<file path="src/rtl/cal_ptr_sync_pkg.sv">
`default_nettype none
// ============================================================================
//  Module      : cal_ptr_sync_pkg
//  Description : Shared constants and helper functions for the CAL FIFO
//                Gray-pointer synchroniser (legal parameter ranges, Gray to
//                binary conversion, multi-bit-change detection).
//  Revision    : 1.0 - initial release
// ============================================================================
package cal_ptr_sync_pkg;

    localparam int MIN_STAGES = 2;
    localparam int MAX_STAGES = 8;
    localparam int MAX_CH     = 16;
    // Helpers operate on a fixed maximum width; callers zero-extend.
    localparam int MAX_PTR_W  = 32;

    // Gray to binary over the low w bits: b[MSB]=g[MSB], b[i]=b[i+1]^g[i].
    // Bits at or above w are masked off so they cannot pollute the prefix XOR.
    function automatic logic [MAX_PTR_W-1:0] gray2bin(
        input logic [MAX_PTR_W-1:0] g,
        input int                   w
    );
        logic [MAX_PTR_W-1:0] m;
        logic [MAX_PTR_W-1:0] gm;
        logic [MAX_PTR_W-1:0] b;
        m  = '1;
        m  = m ^ (m << w);
        gm = g & m;
        b  = '0;
        b[MAX_PTR_W-1] = gm[MAX_PTR_W-1];
        for (int i = MAX_PTR_W - 2; i >= 0; i--) begin
            b[i] = b[i+1] ^ gm[i];
        end
        return b;
    endfunction

    // True when more than one bit is set: clearing the lowest set bit
    // leaves something behind.
    function automatic logic popcount_gt1(input logic [MAX_PTR_W-1:0] x);
        return |(x & (x - MAX_PTR_W'(1)));
    endfunction

endpackage
`default_nettype wire

</file>
<file path="src/rtl/cal_ptr_sync_chain.sv">
`default_nettype none
// ============================================================================
//  Module      : cal_ptr_sync_chain
//  Description : One channel's synchroniser: NUM_STAGES plain flops in
//                series, no logic between stages, synchronous reset.
//  Ports       : clk  - destination clock
//                srst - synchronous active-high reset
//                i_d  - asynchronous Gray pointer in
//                o_q  - last stage output
//  Revision    : 1.0 - initial release
// ============================================================================
module cal_ptr_sync_chain #(
    parameter int NUM_STAGES = 2,
    parameter int WIDTH      = 4
) (
    input  logic             clk,
    input  logic             srst,
    input  logic [WIDTH-1:0] i_d,
    output logic [WIDTH-1:0] o_q
);

    logic [WIDTH-1:0] r_stage [NUM_STAGES];

    always_ff @(posedge clk) begin
        if (srst) begin
            for (int k = 0; k < NUM_STAGES; k++) begin
                r_stage[k] <= '0;
            end
        end else begin
            r_stage[0] <= i_d;
            for (int k = 1; k < NUM_STAGES; k++) begin
                r_stage[k] <= r_stage[k-1];
            end
        end
    end

    assign o_q = r_stage[NUM_STAGES-1];

endmodule
`default_nettype wire

</file>
<file path="src/rtl/cal_fifo_ptr_sync.sv">
`default_nettype none
// ============================================================================
//  Module      : cal_fifo_ptr_sync
//  Description : Multi-channel Gray-pointer synchroniser into the clk domain
//                with Gray-to-binary output, pipeline-fill valid flag and
//                sticky per-channel illegal-Gray-step detection.
//  Ports       : clk        - sole clock
//                srst       - synchronous active-high reset
//                inp        - packed Gray pointers, channel c at [c*PW +: PW]
//                err_clr    - per-channel clear of the sticky step error
//                sync_gray  - synchronised Gray pointers (same packing)
//                sync_bin   - binary equivalent of sync_gray
//                sync_valid - chain holds only post-reset samples
//                step_err   - sticky: channel saw a multi-bit Gray change
//  Options     : CAL_PTR_SYNC_BIN_REG_EN - register sync_bin (and delay
//                sync_gray to match); valid asserts one cycle later.
//  Revision    : 1.0 - initial release
// ============================================================================
module cal_fifo_ptr_sync
    import cal_ptr_sync_pkg::*;
#(
    parameter int NUM_STAGES = 2,
    parameter int ADDRWIDTH  = 3,
    parameter int NUM_CH     = 1
) (
    input  logic                            clk,
    input  logic                            srst,
    input  logic [NUM_CH*(ADDRWIDTH+1)-1:0] inp,
    input  logic [NUM_CH-1:0]               err_clr,
    output logic [NUM_CH*(ADDRWIDTH+1)-1:0] sync_gray,
    output logic [NUM_CH*(ADDRWIDTH+1)-1:0] sync_bin,
    output logic                            sync_valid,
    output logic [NUM_CH-1:0]               step_err
);

    localparam int c_ptr_w   = ADDRWIDTH + 1;
    localparam int c_total_w = NUM_CH * c_ptr_w;
`ifdef CAL_PTR_SYNC_BIN_REG_EN
    localparam int c_fill_n  = NUM_STAGES + 1;
`else
    localparam int c_fill_n  = NUM_STAGES;
`endif
    localparam int                c_cnt_w    = $clog2(c_fill_n + 1);
    localparam logic [c_cnt_w-1:0] c_fill_tgt = c_cnt_w'(c_fill_n);

    if (NUM_STAGES < MIN_STAGES || NUM_STAGES > MAX_STAGES) begin : g_bad_stages
        $error("cal_fifo_ptr_sync: NUM_STAGES out of range 2..8");
    end
    if (NUM_CH < 1 || NUM_CH > MAX_CH) begin : g_bad_ch
        $error("cal_fifo_ptr_sync: NUM_CH out of range 1..16");
    end

    logic [c_total_w-1:0] w_chain_gray;
    logic [c_total_w-1:0] w_chain_bin;
    logic [c_total_w-1:0] r_prev;
    logic [c_cnt_w-1:0]   r_fill;
    logic                 r_valid_d;
    logic                 w_chk_en;

    for (genvar c = 0; c < NUM_CH; c++) begin : g_ch
        logic w_jump;
        logic r_err;

        cal_ptr_sync_chain #(
            .NUM_STAGES (NUM_STAGES),
            .WIDTH      (c_ptr_w)
        ) u_chain (
            .clk  (clk),
            .srst (srst),
            .i_d  (inp[c*c_ptr_w +: c_ptr_w]),
            .o_q  (w_chain_gray[c*c_ptr_w +: c_ptr_w])
        );

        assign w_chain_bin[c*c_ptr_w +: c_ptr_w] =
            c_ptr_w'(gray2bin(MAX_PTR_W'(w_chain_gray[c*c_ptr_w +: c_ptr_w]), c_ptr_w));

        assign w_jump = popcount_gt1(MAX_PTR_W'(sync_gray[c*c_ptr_w +: c_ptr_w] ^
                                                r_prev[c*c_ptr_w +: c_ptr_w]));

        // Set has priority over a coincident clear.
        always_ff @(posedge clk) begin
            if (srst) begin
                r_err <= 1'b0;
            end else begin
                r_err <= (w_chk_en & w_jump) | (r_err & ~err_clr[c]);
            end
        end

        assign step_err[c] = r_err;
    end

`ifdef CAL_PTR_SYNC_BIN_REG_EN
    logic [c_total_w-1:0] r_sync_gray;
    logic [c_total_w-1:0] r_sync_bin;

    always_ff @(posedge clk) begin
        if (srst) begin
            r_sync_gray <= '0;
            r_sync_bin  <= '0;
        end else begin
            r_sync_gray <= w_chain_gray;
            r_sync_bin  <= w_chain_bin;
        end
    end

    assign sync_gray = r_sync_gray;
    assign sync_bin  = r_sync_bin;
`else
    assign sync_gray = w_chain_gray;
    assign sync_bin  = w_chain_bin;
`endif

    // Saturating fill counter: valid once every output stage holds a
    // sample taken after reset release.
    always_ff @(posedge clk) begin
        if (srst) begin
            r_fill <= '0;
        end else if (r_fill != c_fill_tgt) begin
            r_fill <= r_fill + c_cnt_w'(1);
        end
    end

    assign sync_valid = (r_fill == c_fill_tgt);

    // r_valid_d gates the very first valid cycle, whose prev value is the
    // reset zero rather than a real pointer.
    always_ff @(posedge clk) begin
        if (srst) begin
            r_prev    <= '0;
            r_valid_d <= 1'b0;
        end else begin
            r_prev    <= sync_gray;
            r_valid_d <= sync_valid;
        end
    end

    assign w_chk_en = sync_valid & r_valid_d;

endmodule
`default_nettype wire

</file>
<file path="config.mk">
export PLATFORM = sky130hd
export DESIGN_NAME = cal_fifo_ptr_sync
export DESIGN_NICKNAME = d
export VERILOG_FILES = /design/src/rtl/cal_ptr_sync_pkg.sv /design/src/rtl/cal_ptr_sync_chain.sv /design/src/rtl/cal_fifo_ptr_sync.sv
export SDC_FILE = /design/constraint.sdc
export NUM_CORES = 1
export LEC_CHECK = 0
export ABC_AREA = 1
export CORE_MARGIN = 4
export CORE_UTILIZATION = 45
export CTS_CLUSTER_DIAMETER = 120
export DETAILED_ROUTE_END_ITERATION = 10
export PLACE_DENSITY = 0.74
export SETUP_SLACK_MARGIN = 0.02
export SLEW_MARGIN = 10
export SYNTH_ARGS = -nofsm -noshare
export SYNTH_HDL_FRONTEND = slang
export SYNTH_SLANG_ARGS = --single-unit
</file>
<file path="constraint.sdc">
create_clock -name clk -period 2.75 [get_ports clk]
set_input_delay 0.6875 -clock clk [delete_from_list [all_inputs] [get_ports clk]]
set_output_delay 0.6875 -clock clk [all_outputs]
set_load 0.02 [all_outputs]
</file>
### Yosys cells after proc, flatten, opt, wreduce, memory -nomap -nowiden

Memory sizes are Yosys's and may differ from the RTL's.
Index checks and enable logic that the tools add are counted.

* memories: 1
* flip-flop bits (word level): 8
* bits of input ports: 7
* memory bits (writable): 8
* logic and storage cells: 27
* output and inout port bits: 10

* equal/unequal tests: 2
* mux-type cells: 5
* add/sub/neg operators: 2
* bitwise gates (word level): 12
* reduce and logical (&&, ||, !) cells: 1

Memory list
* g_ch[0].u_chain.r_stage: depth 2, width 4, rd ports 2, clocked after Yosys merged registers in 0, write ports 2, RTL line cal_ptr_sync_chain.sv:22 `logic [WIDTH-1:0] r_stage [NUM_STAGES];`

Operator list (number)
* $and A32 B32 Y32: 1
* $reduce_or A32 Y1: 1
* $sub A32 B1 Y32 const B: 1
* $mux W4: 2
* $xor A4 B4 Y4: 1
* $and A1 B1 Y1: 3
* $mux W1: 3
* $or A1 B1 Y1: 3
* $xor A1 B1 Y1: 3
* $add A2 B1 Y2 const B: 1
* $eq A2 B2 Y1 const B: 1
* $ne A2 B2 Y1 const B: 1
* $not A1 Y1: 1

### Depth between registers and ports, before layout

Gate-level depths: netlist of run 1.

* depth in word-level cells: 6
* mapped depth: 9
* depth with buffers taken out: 9

### Hierarchy

A second synthesis of run 1 with hierarchy kept.

* cell total of the unflattened synthesis: 92
* area total of the unflattened synthesis: 668.1 sq um

Modules (own cells, without submodules)
* cal_fifo_ptr_sync: instances 1, cells each 63, seq. area each 160.2 sq um, area each 406.6 sq um
* cal_ptr_sync_chain: instances 1, cells each 29, seq. area each 160.2 sq um, area each 261.5 sq um

### Least setup slack after synthesis of run 1

No wires, ideal clock.

* path kind: register to output
* start: memory g_ch[0].u_chain.r_stage[1][3], in the netlist g_ch[0].u_chain.r_stage[0][7]
* end: output port sync_bin[0]
* stages on the path, launching flop included: 4
* arrival time: 1317 ps
* path buffers: 0
* path slack: 746 ps
* data required time: 2062 ps
* path through: dfxtp_1 -> xor2_2 -> xor2_2 -> xor2_1

RTL lines
* start: declaration: RTL line cal_ptr_sync_chain.sv:22
* end: declaration: RTL line cal_fifo_ptr_sync.sv:31 `output logic [NUM_CH*(ADDRWIDTH+1)-1:0] sync_bin,`

==> run summary, run 1 <==
Worst setup EP type -> output port
Mapped Cells -> 92
Highest routed metal layer -> met4
VDD IR max -> 0.431 mV
Min Clock Period, post-route -> 2.56 ns
Setup WS post-layout -> 0.186 ns
Worst r2r src -> g_ch[0].u_chain.r_stage[0][5]$_SDFF_PP0_
PwrDens -> 583 nW/µm²
Ratio of cells with drive above 1 in the final layout -> 6.73%
Worst path most repeated cell -> xor2_2
Pin count of the biggest net entering global routing -> 17
Total Neg Setup Slack -> 0 ns
WP data arrival -> 1.88 ns
Clk buf depth -> 2
Post-CTS sizing -> 0
Syn nets -> 100
Die area -> 2190 µm²
Post-Place Setup Slack -> 0.461 ns
Cell Area, Synth -> 676 µm²
DIE WIDTH -> 46.8 µm
Placed Area -> 810 µm²
Global-route wire length before repair -> 1640 µm
Area Growth Syn to Fin -> 23.1%
CTS root buffer -> clkbuf_4
Final Cell Area -> 832 µm²
Top-count cell post-synth -> nand2_1
Residual DRC count -> 0
RSZ-0062 raised after global routing -> no
Sequential cell area fraction in the yosys report -> 47.4%
Num rows -> 13
NumNets Final -> 114
CP max stage delay -> 0.61 ns
Die Y-Extent -> 46.8 µm
CTS Buf Count -> 3
Initial antenna violation count -> 0
CP Max Fanout -> 5
CTS clk-pin slew, worst paths -> 0.08 ns
Met2 wire len -> 434 µm
Io pins -> 17
Top post-synthesis cells by count -> 26 x nand2_1, 18 x inv_1, 16 x dfxtp_1, 14 x nor2_1, 5 x buf_4
Hold-fix buffers at CTS -> 0
Hold/Removal Path Class -> register to register
Via count -> 497
Routed len/inst -> 7.87 µm
Fin Clk Skew -> 0.00296 ns
Post-synth EDFFs -> 0
Data required, critical path -> 2.06 ns
Htree depth -> 1
Vias in the first global route -> 413
CTS tree -> built
Final Util -> 61.6%
Syn avg cell area -> 7.34 µm²
Synth async-reset ratio -> 0%
Worst slew margin -> 64.9%
Worst skew pair latency -> 0.27 ns
All-Layer GR Usage -> 10.6%
Outcome -> finished, final reports clean
CTS sink count -> 16
# fillers -> 138
Final WL -> 936 µm
Port Buffers -> 16
Core ar. -> 1350 µm²
Hpwl dp -> 745 µm
Yosys reg bits -> 16
Total power -> 0.485 mW
Slowest-stage cell, CP -> clkdlybuf4s50_1
MaxCap Viol Count -> 0
Leakage -> 0.411 nW
Fmax -> 390 MHz
Initial DRC Count -> 2
Area occupied by multi-input gates -> 235 µm²
DR pass1 iterations -> 3
Count of final setup violators -> 0
Area taken by flip-flops and latches -> 320 µm²
Top cells by area, synth -> dfxtp_1 47%, nand2_1 14%, inv_1 10%
Min-delay src -> g_ch[0].u_chain.r_stage[0][1]$_SDFF_PP0_
Vias per Instance -> 4.18
Post-DRT Antenna Nets -> 0
Buf/Inv on CP -> 1
Synth cell types -> 13
Synth warn -> 0
Worst-margin pin slew -> 0.525 ns
Hold Vio Cnt, Final -> 0
Cell family with most CP delay -> buffers and inverters
Remaining Overflow, GRT -> 0
Crit-path cells -> xor2_2, xor2_2, xor2_1, clkdlybuf4s50_1
Fin crit share -> 93.3%
Top cell type's share of synthesized area -> 47.4%
Main flop type after synthesis -> dfxtp_1
Diode count -> 0
Fin. max-slew vios -> 0
Critical Path Start Type -> register
CP startpoint -> g_ch[0].u_chain.r_stage[0][7]$_SDFF_PP0_
Setup CP Type -> register to output port
Setup Fix Bufs, Post-CTS -> 0
Met3 WL -> 62 µm
Initial Util -> 50.0%
Met1 wire length -> 429 µm
Synth area leader -> dfxtp_1
Gpl congestion -> 0.720
-- final timing paths --
kind	slack, ns	endpoint	depth (start not counted)
worst max-delay path	0.19	sync_bin[0]	4
worst min-delay path	0.40	g_ch[0].u_chain.r_stage[0][5]$_SDFF_PP0_	2
worst max register to register	1.72	step_err$_SDFF_PP0_	8
worst min register to register	0.40	g_ch[0].u_chain.r_stage[0][5]$_SDFF_PP0_	2
-- power breakdown --
group / switching [mW] / internal (mW)
logic: 0.0568 / 0.0512
clock network: 0.0646 / 0.0507
registers: 0.00994 / 0.252
total: 0.131 / 0.354
-- through the flow --
stage | hold slack (ns) | std cells
floorplan | 0.388 | 92
global placement | 0.391 | 116
detailed placement | 0.395 | 116
CTS | 0.407 | 119
global route | 0.434 | 119
finish | 0.403 | 119
-- routing by layer --
layer,vias up,GRT usage [%]
met3,2,2.30
met2,9,17.6
met5,-,0
met1,207,12.4
li1,279,-
met4,0,6.63
-- cell usage in the layout, fill, tap and decap left out --
| cell type | synthesis | final |
|---|---|---|
| a211oi_1 | 1 | 1 |
| a21oi_1 | 2 | 2 |
| clkbuf_4 | 0 | 3 |
| clkdlybuf4s50_1 | 0 | 16 |
| dfxtp_1 | 16 | 16 |
| ha_1 | 1 | 1 |
| inv_1 | 18 | 18 |
| inv_2 | 2 | 2 |
| nand2_1 | 26 | 26 |
| nand3_1 | 1 | 1 |
| nor2_1 | 14 | 14 |
| xor2_1 | 2 | 2 |
| xor2_2 | 2 | 2 |
-- registers in the layout, indices dropped and copies added, names as in the netlist --
register,count
r_prev,4
g_ch.u_chain.r_stage,8
r_fill,2
r_valid_d,1
step_err,1
-- final cells by class --
class	instances	share of cell area (%)
multi-input cells	49	28.3
well taps	15	2.26
repair buffers	16	19.2
clock buffers	3	2.71
flip-flops and latches	16	38.5
inverters	20	9.02
-- kinds of logic (layout without fill, tap and decap cells) --
logic type,Yosys count,count (layout),share of synthesized area [%]
buffers and inverters,27,39,17.8
AND/OR/NAND/NOR,41,41,23.0
flip-flops,16,16,47.4
AO/OA/AOI/OAI,3,3,2.59
XOR/XNOR,4,4,7.41
adder cells (fa/ha/maj),1,1,1.85
-- tightest hold or removal path: stages (launching register included) --
cell and delay, ns:
dfxtp_1 0.30, inv_1 0.04, nor2_1 0.03
(Power assumes the default switching activity.)
==> inputs of run 2 (changes only) <==
--- a/config.mk
+++ b/config.mk
@@ -5,11 +5,11 @@
 export SDC_FILE = /design/constraint.sdc
 export NUM_CORES = 1
 export LEC_CHECK = 0
-export ABC_AREA = 1
-export CORE_MARGIN = 4
-export CORE_UTILIZATION = 45
+export CORE_AREA = 4 4 41 43
+export CTS_BUF_LIST = sky130_fd_sc_hd__clkbuf_2 sky130_fd_sc_hd__clkbuf_4 sky130_fd_sc_hd__clkbuf_8
 export CTS_CLUSTER_DIAMETER = 120
 export DETAILED_ROUTE_END_ITERATION = 10
+export DIE_AREA = 0 0 45 47
 export PLACE_DENSITY = 0.74
 export SETUP_SLACK_MARGIN = 0.02
 export SLEW_MARGIN = 10
==> run 2 against run 1 <==
Compared with the run above: worst hold slack gained 0.038 ns; via count shrank 25%; cell count shrank 31%; combinational power grew 17%.
==> run summary, run 2 <==
Area taken by flip-flops and latches -> 320 µm² (unchanged)
Synth cell types -> 13 (unchanged)
R2R Setup Slk -> 1.63 ns (was 1.72 ns)
Hpwl dp -> 635 µm (was 745 µm)
Remaining Overflow, GRT -> 0 (unchanged)
Synth warn -> 0 (unchanged)
Commonest non-fill, non-tap cells in the layout -> 16 x dfxtp_1, 15 x clkdlybuf4s50_1, 13 x nor2b_1 (was 26 x nand2_1, 18 x inv_1, 16 x dfxtp_1, 16 x clkdlybuf4s50_1, 14 x nor2_1)
Regs by FF count -> g_ch.u_chain.r_stage x8, r_prev x4, r_fill x2 (unchanged)
Max reg flops -> 8 (unchanged)
Sw Ratio -> 26.4% (was 27.1%)
Setup CP Type -> register to output port (unchanged)
Setup Fix Bufs, Post-CTS -> 0 (unchanged)
Diode count -> 0 (unchanged)
DIE WIDTH -> 45 µm (was 46.8 µm)
Total power -> 0.504 mW (was 0.485 mW)
Core ar. -> 1300 µm² (was 1350 µm²)
Syn avg cell area -> 10.9 µm² (was 7.34 µm²)
Combinational share of power -> 24.9% (was 22.3%)
Num rows -> 13 (unchanged)
NumNets Final -> 77 (was 114)
RSZ-0062 raised after global routing -> no (unchanged)
Pin count of the biggest net entering global routing -> 11 (was 17)
Initial DRC Count -> 3 (was 2)
Area Growth Syn to Fin -> 29.4% (was 23.1%)
Leading cell type in the layout, fill and taps excluded -> dfxtp_1 (was nand2_1)
Top reg by flops -> g_ch.u_chain.r_stage (unchanged)
Fin Clk Skew -> 0.00151 ns (was 0.00296 ns)
All-Layer GR Usage -> 7.96% (was 10.6%)
Final WL -> 787 µm (was 936 µm)
Hold-fix buffers at CTS -> 0 (unchanged)
Vias per Instance -> 4.52 (was 4.18)
Seq pwr share -> 53.4% (was 54.0%)
Worst skew pair latency -> 0.27 ns (about the same)
CTS clk-pin slew, worst paths -> 0.08 ns (about the same)
CTS root buffer -> clkbuf_4 (unchanged)
PwrDens -> 674 nW/µm² (was 583 nW/µm²)
Htree depth -> 1 (unchanged)
Residual DRC count -> 0 (unchanged)
Routed len/inst -> 9.60 µm (was 7.87 µm)
CP startpoint -> g_ch[0].u_chain.r_stage[0][7]$_SDFF_PP0_ (unchanged)
Synth async-reset ratio -> 0% (unchanged)
Ratio of cells with drive above 1 in the final layout -> 5.97% (was 6.73%)
VDD IR max -> 0.375 mV (was 0.431 mV)
FF-to-FF path depth -> 4 (was 8)
P_int -> 0.371 mW (was 0.354 mW)
Count of final setup violators -> 0 (unchanged)
Io pins -> 17 (unchanged)
CTS tree -> built (unchanged)
Clock Power Share -> 21.7% (was 23.7%)
Outcome -> finished, final reports clean (unchanged)
Gpl congestion -> 0.701 (was 0.720)
# fillers -> 126 (was 138)
Fmax -> 402 MHz (was 390 MHz)
Critical Path Start Type -> register (unchanged)
MaxCap Viol Count -> 0 (unchanged)
Reg2Reg Capture Point -> step_err$_SDFF_PP0_ (unchanged)
Die Y-Extent -> 47 µm (was 46.8 µm)
Syn nets -> 61 (was 100)
CTS sink count -> 16 (unchanged)
Post-synth EDFFs -> 0 (unchanged)
Cell Area, Synth -> 578 µm² (was 676 µm²)
WP data arrival -> 1.80 ns (was 1.88 ns)
Port Buffers -> 16 (unchanged)
Post-CTS sizing -> 0 (unchanged)
Worst setup EP type -> output port (unchanged)
Fin crit share -> 90.4% (was 93.3%)
Top-count cell post-synth -> dfxtp_1 (was nand2_1)
Leakage -> 0.317 nW (was 0.411 nW)
Top cells by area, synth -> dfxtp_1 55%, nor2b_1 14%, buf_4 6.5% (was dfxtp_1 47%, nand2_1 14%, inv_1 10%)
Worst r2r src -> r_fill[0]$_SDFFE_PP0N_ (was g_ch[0].u_chain.r_stage[0][5]$_SDFF_PP0_)
Vias in the first global route -> 286 (was 413)
Synth area leader -> dfxtp_1 (unchanged)
Top cell type's share of synthesized area -> 55.4% (was 47.4%)
Hold Vio Cnt, Final -> 0 (unchanged)
Crit path capture -> sync_bin[1] (was sync_bin[0])
Initial Util -> 44.4% (was 50.0%)
DR pass1 iterations -> 2 (was 3)
Sequential cell area fraction in the yosys report -> 55.4% (was 47.4%)
Global-route wire length before repair -> 1140 µm (was 1640 µm)
Yosys reg bits -> 16 (unchanged)
Setup WS post-layout -> 0.263 ns (was 0.186 ns)
Min Clock Period, post-route -> 2.49 ns (was 2.56 ns)
Die area -> 2120 µm² (was 2190 µm²)
Initial antenna violation count -> 0 (unchanged)
Clk buf depth -> 2 (unchanged)
Post-Place Setup Slack -> 0.407 ns (was 0.461 ns)
Via count -> 371 (was 497)
Total Neg Setup Slack -> 0 ns (unchanged)
Worst-margin pin slew -> 0.223 ns (was 0.525 ns)
CTS Buf Count -> 3 (unchanged)
Post-DRT Antenna Nets -> 0 (unchanged)
Data required, critical path -> 2.06 ns (about the same)
P_sw -> 0.133 mW (was 0.131 mW)
Mapped Cells -> 53 (was 92)
Area occupied by multi-input gates -> 213 µm² (was 235 µm²)
CP Max Fanout -> 5 (unchanged)
Top post-synthesis cells by count -> 16 x dfxtp_1, 13 x nor2b_1, 5 x buf_4, 4 x xnor2_1, 4 x xor2_1 (was 26 x nand2_1, 18 x inv_1, 16 x dfxtp_1, 14 x nor2_1, 5 x buf_4)
Worst slew margin -> 85.0% (was 64.9%)
Main flop type after synthesis -> dfxtp_1 (unchanged)
Fin. max-slew vios -> 0 (unchanged)
Hold/Removal Path Class -> register to register (unchanged)
Min-delay src -> g_ch[0].u_chain.r_stage[0][2]$_SDFF_PP0_ (was g_ch[0].u_chain.r_stage[0][1]$_SDFF_PP0_)
[run 2: kinds of logic (layout without fill, tap and decap cells)]
kind of cell	Yosys count	count (layout)	synth area share, %
AOI/OAI and AO/OA	4	4	5.19
DFF	16	16	55.4
and+or+nand+nor	17	17	17.3
adders and majority gates	1	1	2.16
buffers and inverters	7	21	7.79
xor gates and xnor gates	8	8	12.1
[run 2: worst max-delay path: stages (launching register included)]
cell	delay (ns)
dfxtp_1	0.41
xor2_1	0.24
xor2_1	0.24
clkdlybuf4s50_1	0.64
[run 2: worst min-delay path by stage]
stage / to / slack, ns / cells after the start
4_1_cts: g_ch[0].u_chain.r_stage[0][4]$_SDFF_PP0_ / 0.44 / 1
6_report: g_ch[0].u_chain.r_stage[0][6]$_SDFF_PP0_ / 0.44 / 1
3_3_place_gp: g_ch[0].u_chain.r_stage[0][4]$_SDFF_PP0_ / 0.42 / 1
5_1_grt: g_ch[0].u_chain.r_stage[0][4]$_SDFF_PP0_ / 0.46 / 1
2_1_floorplan: g_ch[0].u_chain.r_stage[0][4]$_SDFF_PP0_ / 0.41 / 1
3_5_place_dp: g_ch[0].u_chain.r_stage[0][4]$_SDFF_PP0_ / 0.43 / 1
[run 2: through the flow]
stage / hold WS [ns] / std cells / util (%) / area (µm²)
3_5_place_dp: 0.426 / 79 / 55.6 / 723
3_3_place_gp: 0.417 / 79 / 55.6 / 723
2_1_floorplan: 0.414 / 53 / - / 578
4_1_cts: 0.445 / 82 / 57.3 / 746
5_1_grt: 0.456 / 82 / 57.5 / 748
6_report: 0.441 / 82 / 57.5 / 748
[run 2: metal layers]
layer	up-vias	track usage (%)	wire [µm]
met5	-	0	0
met4	0	7.02	4
met3	2	2.30	77
met2	13	13.8	392
met1	164	7.67	312
li1	192	-	-
[run 2: layout make-up]
| type | count | area share, % |
|---|---|---|
| sequential | 16 | 42.8 |
| multi-input combinational | 30 | 28.4 |
| timing repair buffer | 17 | 22.7 |
| clock buffer | 3 | 3.01 |
| tap | 15 | 2.51 |
| inverter | 1 | 0.502 |
[run 2: power groups by stage]
stage                     combinational [mW]  sequential, mW  clock (mW)
after CTS                              0.129           0.270       0.117
after detailed placement               0.129           0.275           0
after floorplan                       0.0860           0.272           0
final                                  0.126           0.269       0.110
after global placement                 0.124           0.274           0
after global routing                   0.138           0.272       0.126
